==> config.mk <==
export PLATFORM = sky130hd
export DESIGN_NAME = rf_wb_arbiter
export DESIGN_NICKNAME = d
export VERILOG_FILES = /design/src/rtl/rf_wb_pkg.sv /design/src/rtl/rf_scoreboard.sv /design/src/rtl/rf_wb_arbiter.sv
export SDC_FILE = /design/constraint.sdc
export NUM_CORES = 1
export LEC_CHECK = 0
export BUFFER_PORTS_ARGS = -buffer_cell sky130_fd_sc_hd__buf_2
export CAP_MARGIN = 10
export CORE_ASPECT_RATIO = 2
export CORE_MARGIN = 3
export CORE_UTILIZATION = 52
export DETAILED_ROUTE_END_ITERATION = 8
export PLACE_DENSITY = 0.8
export SYNTH_ARGS = -nofsm -noshare
export SYNTH_HDL_FRONTEND = slang
export SYNTH_HIERARCHICAL = 1
export SYNTH_SLANG_ARGS = --single-unit
==> constraint.sdc <==
create_clock -name i_clk -period 5.1 [get_ports i_clk]
set_input_delay 0.255 -clock i_clk [delete_from_list [all_inputs] [get_ports i_clk]]
set_output_delay 0.255 -clock i_clk [all_outputs]
set_load 0.01 [all_outputs]
==> src/rtl/rf_wb_pkg.sv <==
// Shared widths, parameter defaults and the write-port request type for the
// register-file writeback arbiter.
package rf_wb_pkg;

    localparam int REG_ADDR_W          = 5;
    localparam int XLEN                = 32;
    localparam int NUM_REGS            = 32;
    localparam int MAX_OUTSTANDING_DEF = 4;
    localparam int STARVE_LIMIT_DEF    = 8;
    localparam int CNT_W               = 4;   // holds 0..15 outstanding ops
    localparam int STARVE_W            = 8;   // holds 0..255 blocked cycles

    typedef struct packed {
        logic                  wren;
        logic [REG_ADDR_W-1:0] addr;
        logic [XLEN-1:0]       data;
    } wb_req_t;

endpackage

==> src/rtl/rf_scoreboard.sv <==
// Pending-write scoreboard for long-latency destinations: per-register pending
// bits, outstanding-op counter and the RAW/WAW/overflow hazard compare.
module rf_scoreboard
    import rf_wb_pkg::*;
#(
    parameter int MAX_OUTSTANDING = MAX_OUTSTANDING_DEF
) (
    input  logic                  i_clk,
    input  logic                  i_reset_n,
    input  logic                  set,
    input  logic [REG_ADDR_W-1:0] set_addr,
    input  logic                  clr,
    input  logic [REG_ADDR_W-1:0] clr_addr,
    input  logic                  clr_x0,
    input  logic [REG_ADDR_W-1:0] rs1,
    input  logic [REG_ADDR_W-1:0] rs2,
    input  logic [REG_ADDR_W-1:0] rd,
    input  logic                  is_lu,
    output logic                  hazard,
    output logic                  full
);

    localparam logic [CNT_W-1:0] MAX_CNT = CNT_W'(MAX_OUTSTANDING);

    logic [NUM_REGS-1:0] pending, pending_n;
    logic [CNT_W-1:0]    out_cnt, out_cnt_n;

    // NOTE: blocking assignments inside always_comb build the next value in
    // order, so the later set overrides an earlier clear of the same index.
    always_comb begin
        pending_n = pending;
        if (clr)
            pending_n[clr_addr] = 1'b0;
        if (set && set_addr != '0)
            pending_n[set_addr] = 1'b1;

        out_cnt_n = out_cnt;
        if (set)
            out_cnt_n = out_cnt_n + 1'b1;
        if (clr && out_cnt_n != '0)
            out_cnt_n = out_cnt_n - 1'b1;
        if (clr_x0 && out_cnt_n != '0)
            out_cnt_n = out_cnt_n - 1'b1;
    end

    // NOTE: state registers use non-blocking assignments so every flop samples
    // pre-edge values regardless of process evaluation order.
    always_ff @(posedge i_clk) begin
        if (!i_reset_n) begin
            pending <= '0;
            out_cnt <= '0;
        end else begin
            pending <= pending_n;
            out_cnt <= out_cnt_n;
        end
    end

    assign full   = (out_cnt == MAX_CNT);
    assign hazard = (rs1 != '0 && pending[rs1]) ||
                    (rs2 != '0 && pending[rs2]) ||
                    (rd  != '0 && pending[rd])  ||
                    (is_lu && full);

endmodule

==> src/rtl/rf_wb_arbiter.sv <==
// Single register-file write port shared between pipeline writeback (priority)
// and a one-entry skid for long-latency results, with issue-stall generation.
module rf_wb_arbiter
    import rf_wb_pkg::*;
#(
    parameter int MAX_OUTSTANDING = MAX_OUTSTANDING_DEF,
    parameter int STARVE_LIMIT    = STARVE_LIMIT_DEF
) (
    input  logic                  i_clk,
    input  logic                  i_reset_n,
    input  logic                  i_wb_wren,
    input  logic [REG_ADDR_W-1:0] i_wb_rd_addr,
    input  logic [XLEN-1:0]       i_wb_rd_data,
    input  logic                  i_lu_valid,
    output logic                  o_lu_ready,
    input  logic [REG_ADDR_W-1:0] i_lu_rd_addr,
    input  logic [XLEN-1:0]       i_lu_rd_data,
    input  logic                  i_issue_valid,
    input  logic                  i_issue_lu,
    input  logic [REG_ADDR_W-1:0] i_issue_rs1,
    input  logic [REG_ADDR_W-1:0] i_issue_rs2,
    input  logic [REG_ADDR_W-1:0] i_issue_rd,
    output logic                  o_stall,
    output logic                  o_rd_wren,
    output logic [REG_ADDR_W-1:0] o_rd_addr,
    output logic [XLEN-1:0]       o_rd_data
);

    localparam logic [STARVE_W-1:0] STARVE_MAX = STARVE_W'(STARVE_LIMIT);

    logic                  buf_valid;
    logic [REG_ADDR_W-1:0] buf_addr;
    logic [XLEN-1:0]       buf_data;
    logic [STARVE_W-1:0]   starve_cnt;

    logic    wb_grant, drain, accept, accept_x0, starve, issue_fire;
    logic    sb_hazard, sb_full;
    wb_req_t wr_req;

    // Every combinational output is gated by reset so the reset cycle is inert.
    assign wb_grant   = i_reset_n & i_wb_wren & (i_wb_rd_addr != '0);
    assign drain      = i_reset_n & buf_valid & ~wb_grant;
    assign o_lu_ready = i_reset_n & (~buf_valid | drain);
    assign accept     = i_lu_valid & o_lu_ready;
    assign accept_x0  = accept & (i_lu_rd_addr == '0);
    // starve_cnt > 0 implies buf_valid, so starvation ends in the drain cycle.
    assign starve     = (starve_cnt == STARVE_MAX) & ~drain;
    assign o_stall    = i_reset_n & ((i_issue_valid & sb_hazard) | starve);
    assign issue_fire = i_reset_n & i_issue_valid & i_issue_lu & ~o_stall;

    // NOTE: defaulting the struct first keeps this mux free of inferred latches.
    always_comb begin
        wr_req = '0;
        if (wb_grant) begin
            wr_req.wren = 1'b1;
            wr_req.addr = i_wb_rd_addr;
            wr_req.data = i_wb_rd_data;
        end else if (drain) begin
            wr_req.wren = 1'b1;
            wr_req.addr = buf_addr;
            wr_req.data = buf_data;
        end
    end

    assign o_rd_wren = wr_req.wren;
    assign o_rd_addr = wr_req.addr;
    assign o_rd_data = wr_req.data;

    always_ff @(posedge i_clk) begin
        if (!i_reset_n) begin
            buf_valid  <= 1'b0;
            starve_cnt <= '0;
        end else begin
            if (accept && !accept_x0)
                buf_valid <= 1'b1;
            else if (drain)
                buf_valid <= 1'b0;

            if (!buf_valid || drain)
                starve_cnt <= '0;
            else if (wb_grant && starve_cnt != STARVE_MAX)
                starve_cnt <= starve_cnt + 1'b1;
        end
    end

    // NOTE: the skid payload is qualified by buf_valid, so it needs no reset.
    always_ff @(posedge i_clk) begin
        if (accept) begin
            buf_addr <= i_lu_rd_addr;
            buf_data <= i_lu_rd_data;
        end
    end

    rf_scoreboard #(
        .MAX_OUTSTANDING (MAX_OUTSTANDING)
    ) u_sb (
        .i_clk     (i_clk),
        .i_reset_n (i_reset_n),
        .set       (issue_fire),
        .set_addr  (i_issue_rd),
        .clr       (drain),
        .clr_addr  (buf_addr),
        .clr_x0    (accept_x0),
        .rs1       (i_issue_rs1),
        .rs2       (i_issue_rs2),
        .rd        (i_issue_rd),
        .is_lu     (i_issue_lu),
        .hazard    (sb_hazard),
        .full      (sb_full)
    );

endmodule
==> metrics.yaml, run 1 <==
status: "complete, no violations"
insertion_delay_ns: 0.33
area_growth_syn_to_layout_pct: 20.5
period_share: 0.883
fillerInstances: 684
fin_total_pwr_mw: 1.54
drtIter0Drc: 346
timing.rr.end: "u_sb/out_cnt[1]$_SDFF_PN0_"
drv_cap: 0
die_w_um: 72.9
mostFrequentLayoutCell: "buf_2"
critPathRequiredTime_ns: 5.37
worst_pin_slew_ns: 1.13
syn-num-nets: 515
timing.hold.ws_ns: 0.0949
grt_max_degree: 46
placed_cells_incl_taps: 627
slew_headroom: 0.243
final.setup_skew_ns: 0.00576
final_nets: 639
syn-cell-area_um2: 4650
mostFrequentLayoutCells: "buf_2 (134), nand2_1 (45), dfxtp_1 (44)"
drive_gt1_frac: 0.327
viasPerCell: 6.42
synth_top_cells_by_area: "edfxtp_1 (24%), dfxtp_1 (19%), mux4_2 (8.2%)"
cts_hold_buf: 0
core-area_um2: 8650
grt_pass1_vias: 4227
antenna_found_initial: 0
syn_inst: 414
worstSetupPathType: "flip-flop to flip-flop"
grt_use_total: 0.263
clockBufferDepth: 2
worstReg2RegStart: "u_sb/pending[26]$_SDFF_PN0_"
ir_drop_mv: 0.229
diodes: 0
fp-row-count: 48
yosys_register_bits: 81
cp-endpoint: "u_sb/out_cnt[1]$_SDFF_PN0_"
multi_input_area_um2: 2460
firstDrtPassIters: 4
fin_cells: 642
power_density_nw_per_um2: 274
fin_ws_ns: 0.596
worst_setup_path_end_kind: "flip-flop"
slowest_stage: "mux4_1"
dpl_worst_slack_ns: 0.445
critPathMostFrequentCell: "nand4_1"
syn_avg_cell_area_um2: 11.2
leakage_nw: 2.28
cts_resized: 0
vias: 4119
synth_seq_area_share: 0.428
ys_warn_count: 6
synth_edf_count: 37
fmax_mhz: 222
cts_sinks: 81
startpoint: "u_sb/pending[26]$_SDFF_PN0_"
max_stage_delay_ns: 0.52
antenna_left: 0
rr_worst_depth: 15
worst_hold_path_type: "primary input to flip-flop"
wl_per_cell_um: 20.3
synth_area_leader_cell: "edfxtp_1"
h-tree-depth: 3
start_kind: "flip-flop"
slew_violations: 0
die_h_um: 140
fp.dieArea_um2: 10200
cts_buffers: 9
path_clk_slew_ns: 0.06
rsz0062_at_grt: "no"
grt_pass1_wl_um: 20500
setup_viol: 0
cts_tree: "yes"
grt_overflow: 0
synth.distinct_cells: 51
path_max_fanout: 11
path_cells: "mux4_1 -> mux4_2 -> a22oi_1 -> nand4_1 -> and4b_1 -> o21a_1 -> nand4_1 -> xor2_1 -> a41o_1 -> xnor2_1 -> ha_1 -> inv_1 -> o31ai_4 -> mux2i_1 -> and2_1"
synth_ff_type: "dfxtp_1"
register_area_um2: 1990
finalSetupTns_ns: 0
arrival_ns: 4.78
synth_top_area_frac: 0.239
routed_wl_um: 13000
gp_congestion: 1.02
cts_root_buf: "clkbuf_16"
ioPinCount: 135
drc_errors: 0
start_util: 0.538
hold_viol_final: 0
dpl.hpwl_um: 9750
cts_setup_buffers: 0
synthArstFlopShare: 0
rrSetupSlack_ns: 0.60
io_buffer_count: 134
period_needed_ns: 4.50
## Yosys cell counts (9+ instances only)
library cell	count
nand2_1	45
dfxtp_1	44
a22o_1	38
edfxtp_1	37
o21ai_0	36
a21boi_0	32
mux4_2	17
mux2i_1	14
a21oi_1	10
buf_6	10
clkbuf_1	9
inv_1	9
nor2_1	9
## where the power goes
group | switching (mW) | internal, mW | total, mW | leakage, nW
registers | 0.0124 | 0.698 | 0.711 | 0.701
logic | 0.0968 | 0.0826 | 0.179 | 1.43
clock network | 0.241 | 0.406 | 0.647 | 0.151
total | 0.350 | 1.19 | 1.54 | 2.28
## worst min path at each step
stage	start	end	slack, ns	depth (start not counted)
2_1_floorplan	i_lu_rd_addr[0]	buf_addr[0]$_DFFE_PP_	0.35	0
3_3_place_gp	i_lu_rd_data[0]	buf_data[0]$_DFFE_PP_	0.43	1
3_5_place_dp	i_lu_rd_data[12]	buf_data[12]$_DFFE_PP_	0.43	1
4_1_cts	i_lu_rd_data[22]	buf_data[22]$_DFFE_PP_	0.08	1
5_1_grt	i_lu_rd_data[22]	buf_data[22]$_DFFE_PP_	0.08	1
6_report	i_lu_rd_data[29]	buf_data[29]$_DFFE_PP_	0.09	1
## worst max-delay path: cells and delay by family, from the launching register on
| kind | cells | cell delay [ns] |
|---|---|---|
| mux | 3 | 1.23 |
| compound gates | 4 | 1.16 |
| simple gates | 4 | 0.78 |
| xor+xnor | 2 | 0.55 |
| flops | 1 | 0.37 |
| fa+ha+maj | 1 | 0.26 |
| buf+inv | 1 | 0.10 |
## metal layers
layer	part of all wire	wire, µm	global-route usage
met1	0.34	4380	0.271
met2	0.52	6810	0.459
met3	0.071	923	0.0644
met4	0.070	910	0.161
met5	0	0	0
## flip-flops by register name, indices dropped and copies added, names as in the netlist
signal	count
buf_addr	5
u_sb/pending	31
starve_cnt	8
buf_valid	1
u_sb/out_cnt	4
buf_data	32
## logic make-up (layout without fill, tap and decap cells)
logic type                 after synthesis  count (layout)  synth area share
and+or+nand+nor                        115             115             0.135
muxes                                   39              39             0.154
AOI/OAI and AO/OA                      134             134             0.211
DFF                                     81              81             0.428
xor gates and xnor gates                 6               6            0.0113
adders and majority gates                6               6            0.0161
buffers and inverters                   33             161            0.0441
## cell type report
type,instances,area share
tap,100,0.0223
inverter,9,0.00603
clock buffer,12,0.0462
multi-input combinational,300,0.439
timing repair buffer,137,0.124
clock inverter,3,0.00714
sequential,81,0.355
## per-stage QoR
step                area [µm²]   util
floorplan                 4650      -
global placement          5310  0.614
detailed placement        5310  0.614
CTS                       5610  0.648
global route              5610  0.648
finish                    5610  0.648
(Power assumes the default switching activity.)
==> run 2, diff against run 1 <==
Settings changed: GPL_TIMING_DRIVEN from default to 1, PLACE_DENSITY 0.8 to default, PLACE_DENSITY_LB_ADDON from default to 0.2.
==> metrics.yaml, run 2 (synthesis gave the netlist of run 1 again) <==
h-tree-depth: 3  # unchanged
worst_pin_slew_ns: 1.15  # +0.0132 ns
diodes: 0  # unchanged
clockBufferDepth: 2  # unchanged
slew_violations: 0  # unchanged
fp-row-count: 48  # unchanged
mostFrequentLayoutCell: "buf_2"
final.setup_skew_ns: 0.00544  # -0.000322 ns
gp_congestion: 0.964  # -5.8%
fp.dieArea_um2: 10200  # unchanged
worst_setup_path_end_kind: "flip-flop"
worst_hold_path_type: "primary input to flip-flop"
die_h_um: 140  # unchanged
critPathRequiredTime_ns: 5.38  # about the same
cts_buffers: 9  # unchanged
cts_setup_buffers: 0  # unchanged
power_density_nw_per_um2: 280  # +1.9%
area_growth_syn_to_layout_pct: 20.8
largest_reg_flops: 32  # unchanged
final_nets: 639  # unchanged
grt_use_total: 0.271  # +0.00857
cts_root_buf: "clkbuf_16"
dpl.hpwl_um: 10000  # +2.6%
path_clk_slew_ns: 0.06  # about the same
insertion_delay_ns: 0.34  # about the same
path_max_fanout: 11  # unchanged
ir_drop_mv: 0.289  # +26%
multi_input_area_um2: 2460  # unchanged
mostFrequentLayoutCells: "buf_2 (134), nand2_1 (45), dfxtp_1 (44)"
drc_errors: 0  # unchanged
leakage_nw: 2.28  # -0.21%
finalSetupTns_ns: 0  # unchanged
setup_viol: 0  # unchanged
cts_hold_buf: 0  # unchanged
grt_max_degree: 46  # unchanged
antenna_left: 0  # unchanged
slew_headroom: 0.234  # -0.00878
vias: 4075  # -1.1%
cts_resized: 0  # unchanged
top_register: "buf_data"
drive_gt1_frac: 0.326  # -0.000601
hold_viol_final: 0  # unchanged
start_kind: "flip-flop"
fmax_mhz: 225  # +1.2%
cts_sinks: 81  # unchanged
core-area_um2: 8650  # unchanged
routed_wl_um: 13400  # +2.5%
start_util: 0.538  # unchanged
worstSetupPathType: "flip-flop to flip-flop"
rsz0062_at_grt: "no"
final_util: 0.650  # +0.00159
viasPerCell: 6.34  # -1.2%
reg_top3: "buf_data (32), u_sb/pending (31), starve_cnt (8)"
period_share: 0.872  # -0.0108
antenna_found_initial: 0  # unchanged
die_w_um: 72.9  # unchanged
fillerInstances: 716  # +4.7%
ioPinCount: 135  # unchanged
cts_tree: "yes"
grt_overflow: 0  # unchanged
register_area_um2: 1990  # unchanged
drv_cap: 0  # unchanged
grt_pass1_wl_um: 20900  # +1.8%
period_needed_ns: 4.45  # -0.0553 ns
io_buffer_count: 134  # unchanged
arrival_ns: 4.72  # -0.06 ns
grt_pass1_vias: 4173  # -1.3%
status: "complete, no violations"
drtIter0Drc: 315  # -9.0%
wl_per_cell_um: 20.8  # +2.3%
firstDrtPassIters: 5  # +1
[run 2: changes by cell type in the layout (fill, tap and decap cells not counted)]
cell | previous run | this run
clkbuf_1 | 1 | 2
clkinvlp_4 | 0 | 2
clkbuf_2 | 1 | 0
clkinv_2 | 2 | 1
clkbuf_16 | 10 | 9
bufinv_16 | 1 | 2
[run 2: metrics by stage]
stage	total power, mW	setup slack [ns]	hold WS, ns	cell area [µm²]	instances
floorplan	0.825	0.998	0.354	4650	414
finish	1.57	0.651	0.0909	5620	643
detailed placement	0.901	0.547	0.433	5310	627
global route	1.63	0.425	0.0801	5620	643
global placement	0.895	0.702	0.431	5310	627
CTS	1.58	0.736	0.0806	5620	643
[run 2: final timing paths]
check | start | to | slack [ns] | cells past startpoint
hold reg to reg | starve_cnt[7]$_SDFFE_PP0P_ | starve_cnt[7]$_SDFFE_PP0P_ | 0.50 | 2
setup reg to reg | u_sb/pending[25]$_SDFF_PN0_ | u_sb/out_cnt[1]$_SDFF_PN0_ | 0.65 | 15
hold / removal | i_lu_rd_data[1] | buf_data[1]$_DFFE_PP_ | 0.09 | 1
setup / recovery | u_sb/pending[25]$_SDFF_PN0_ | u_sb/out_cnt[1]$_SDFF_PN0_ | 0.65 | 15
[run 2: power by group]
group / switching, mW / leakage (nW) / internal (mW)
Combinational: 0.0952 / 1.43 / 0.0827
Clock: 0.254 / 0.146 / 0.428
Sequential: 0.0125 / 0.701 / 0.698
Total: 0.362 / 2.28 / 1.21
[run 2: per-layer routing]
metal	vias to the layer above	track usage	part of all wire
li1	1867	-	-
met1	1911	0.290	0.33
met2	229	0.471	0.54
met3	68	0.0521	0.061
met4	0	0.171	0.064
met5	-	0	0
[run 2: layout make-up]
type                       instances  share of cell area
tap                              100              0.0223
timing repair buffer             137               0.123
sequential                        81               0.354
inverter                           9             0.00601
clock inverter                     5              0.0143
multi-input combinational        300               0.438
clock buffer                      11              0.0414
[run 2: worst max-delay path, stage by stage (launching register included)]
cell and delay, ns:
dfxtp_1 0.37, mux4_1 0.54, mux4_2 0.47, a22oi_1 0.20
nand4_1 0.13, and4b_1 0.28, o21a_1 0.36, nand4_1 0.22
xor2_1 0.22, a41o_1 0.26, xnor2_1 0.30, ha_1 0.26
inv_1 0.10, o31ai_4 0.30, mux2i_1 0.24, and2_1 0.14
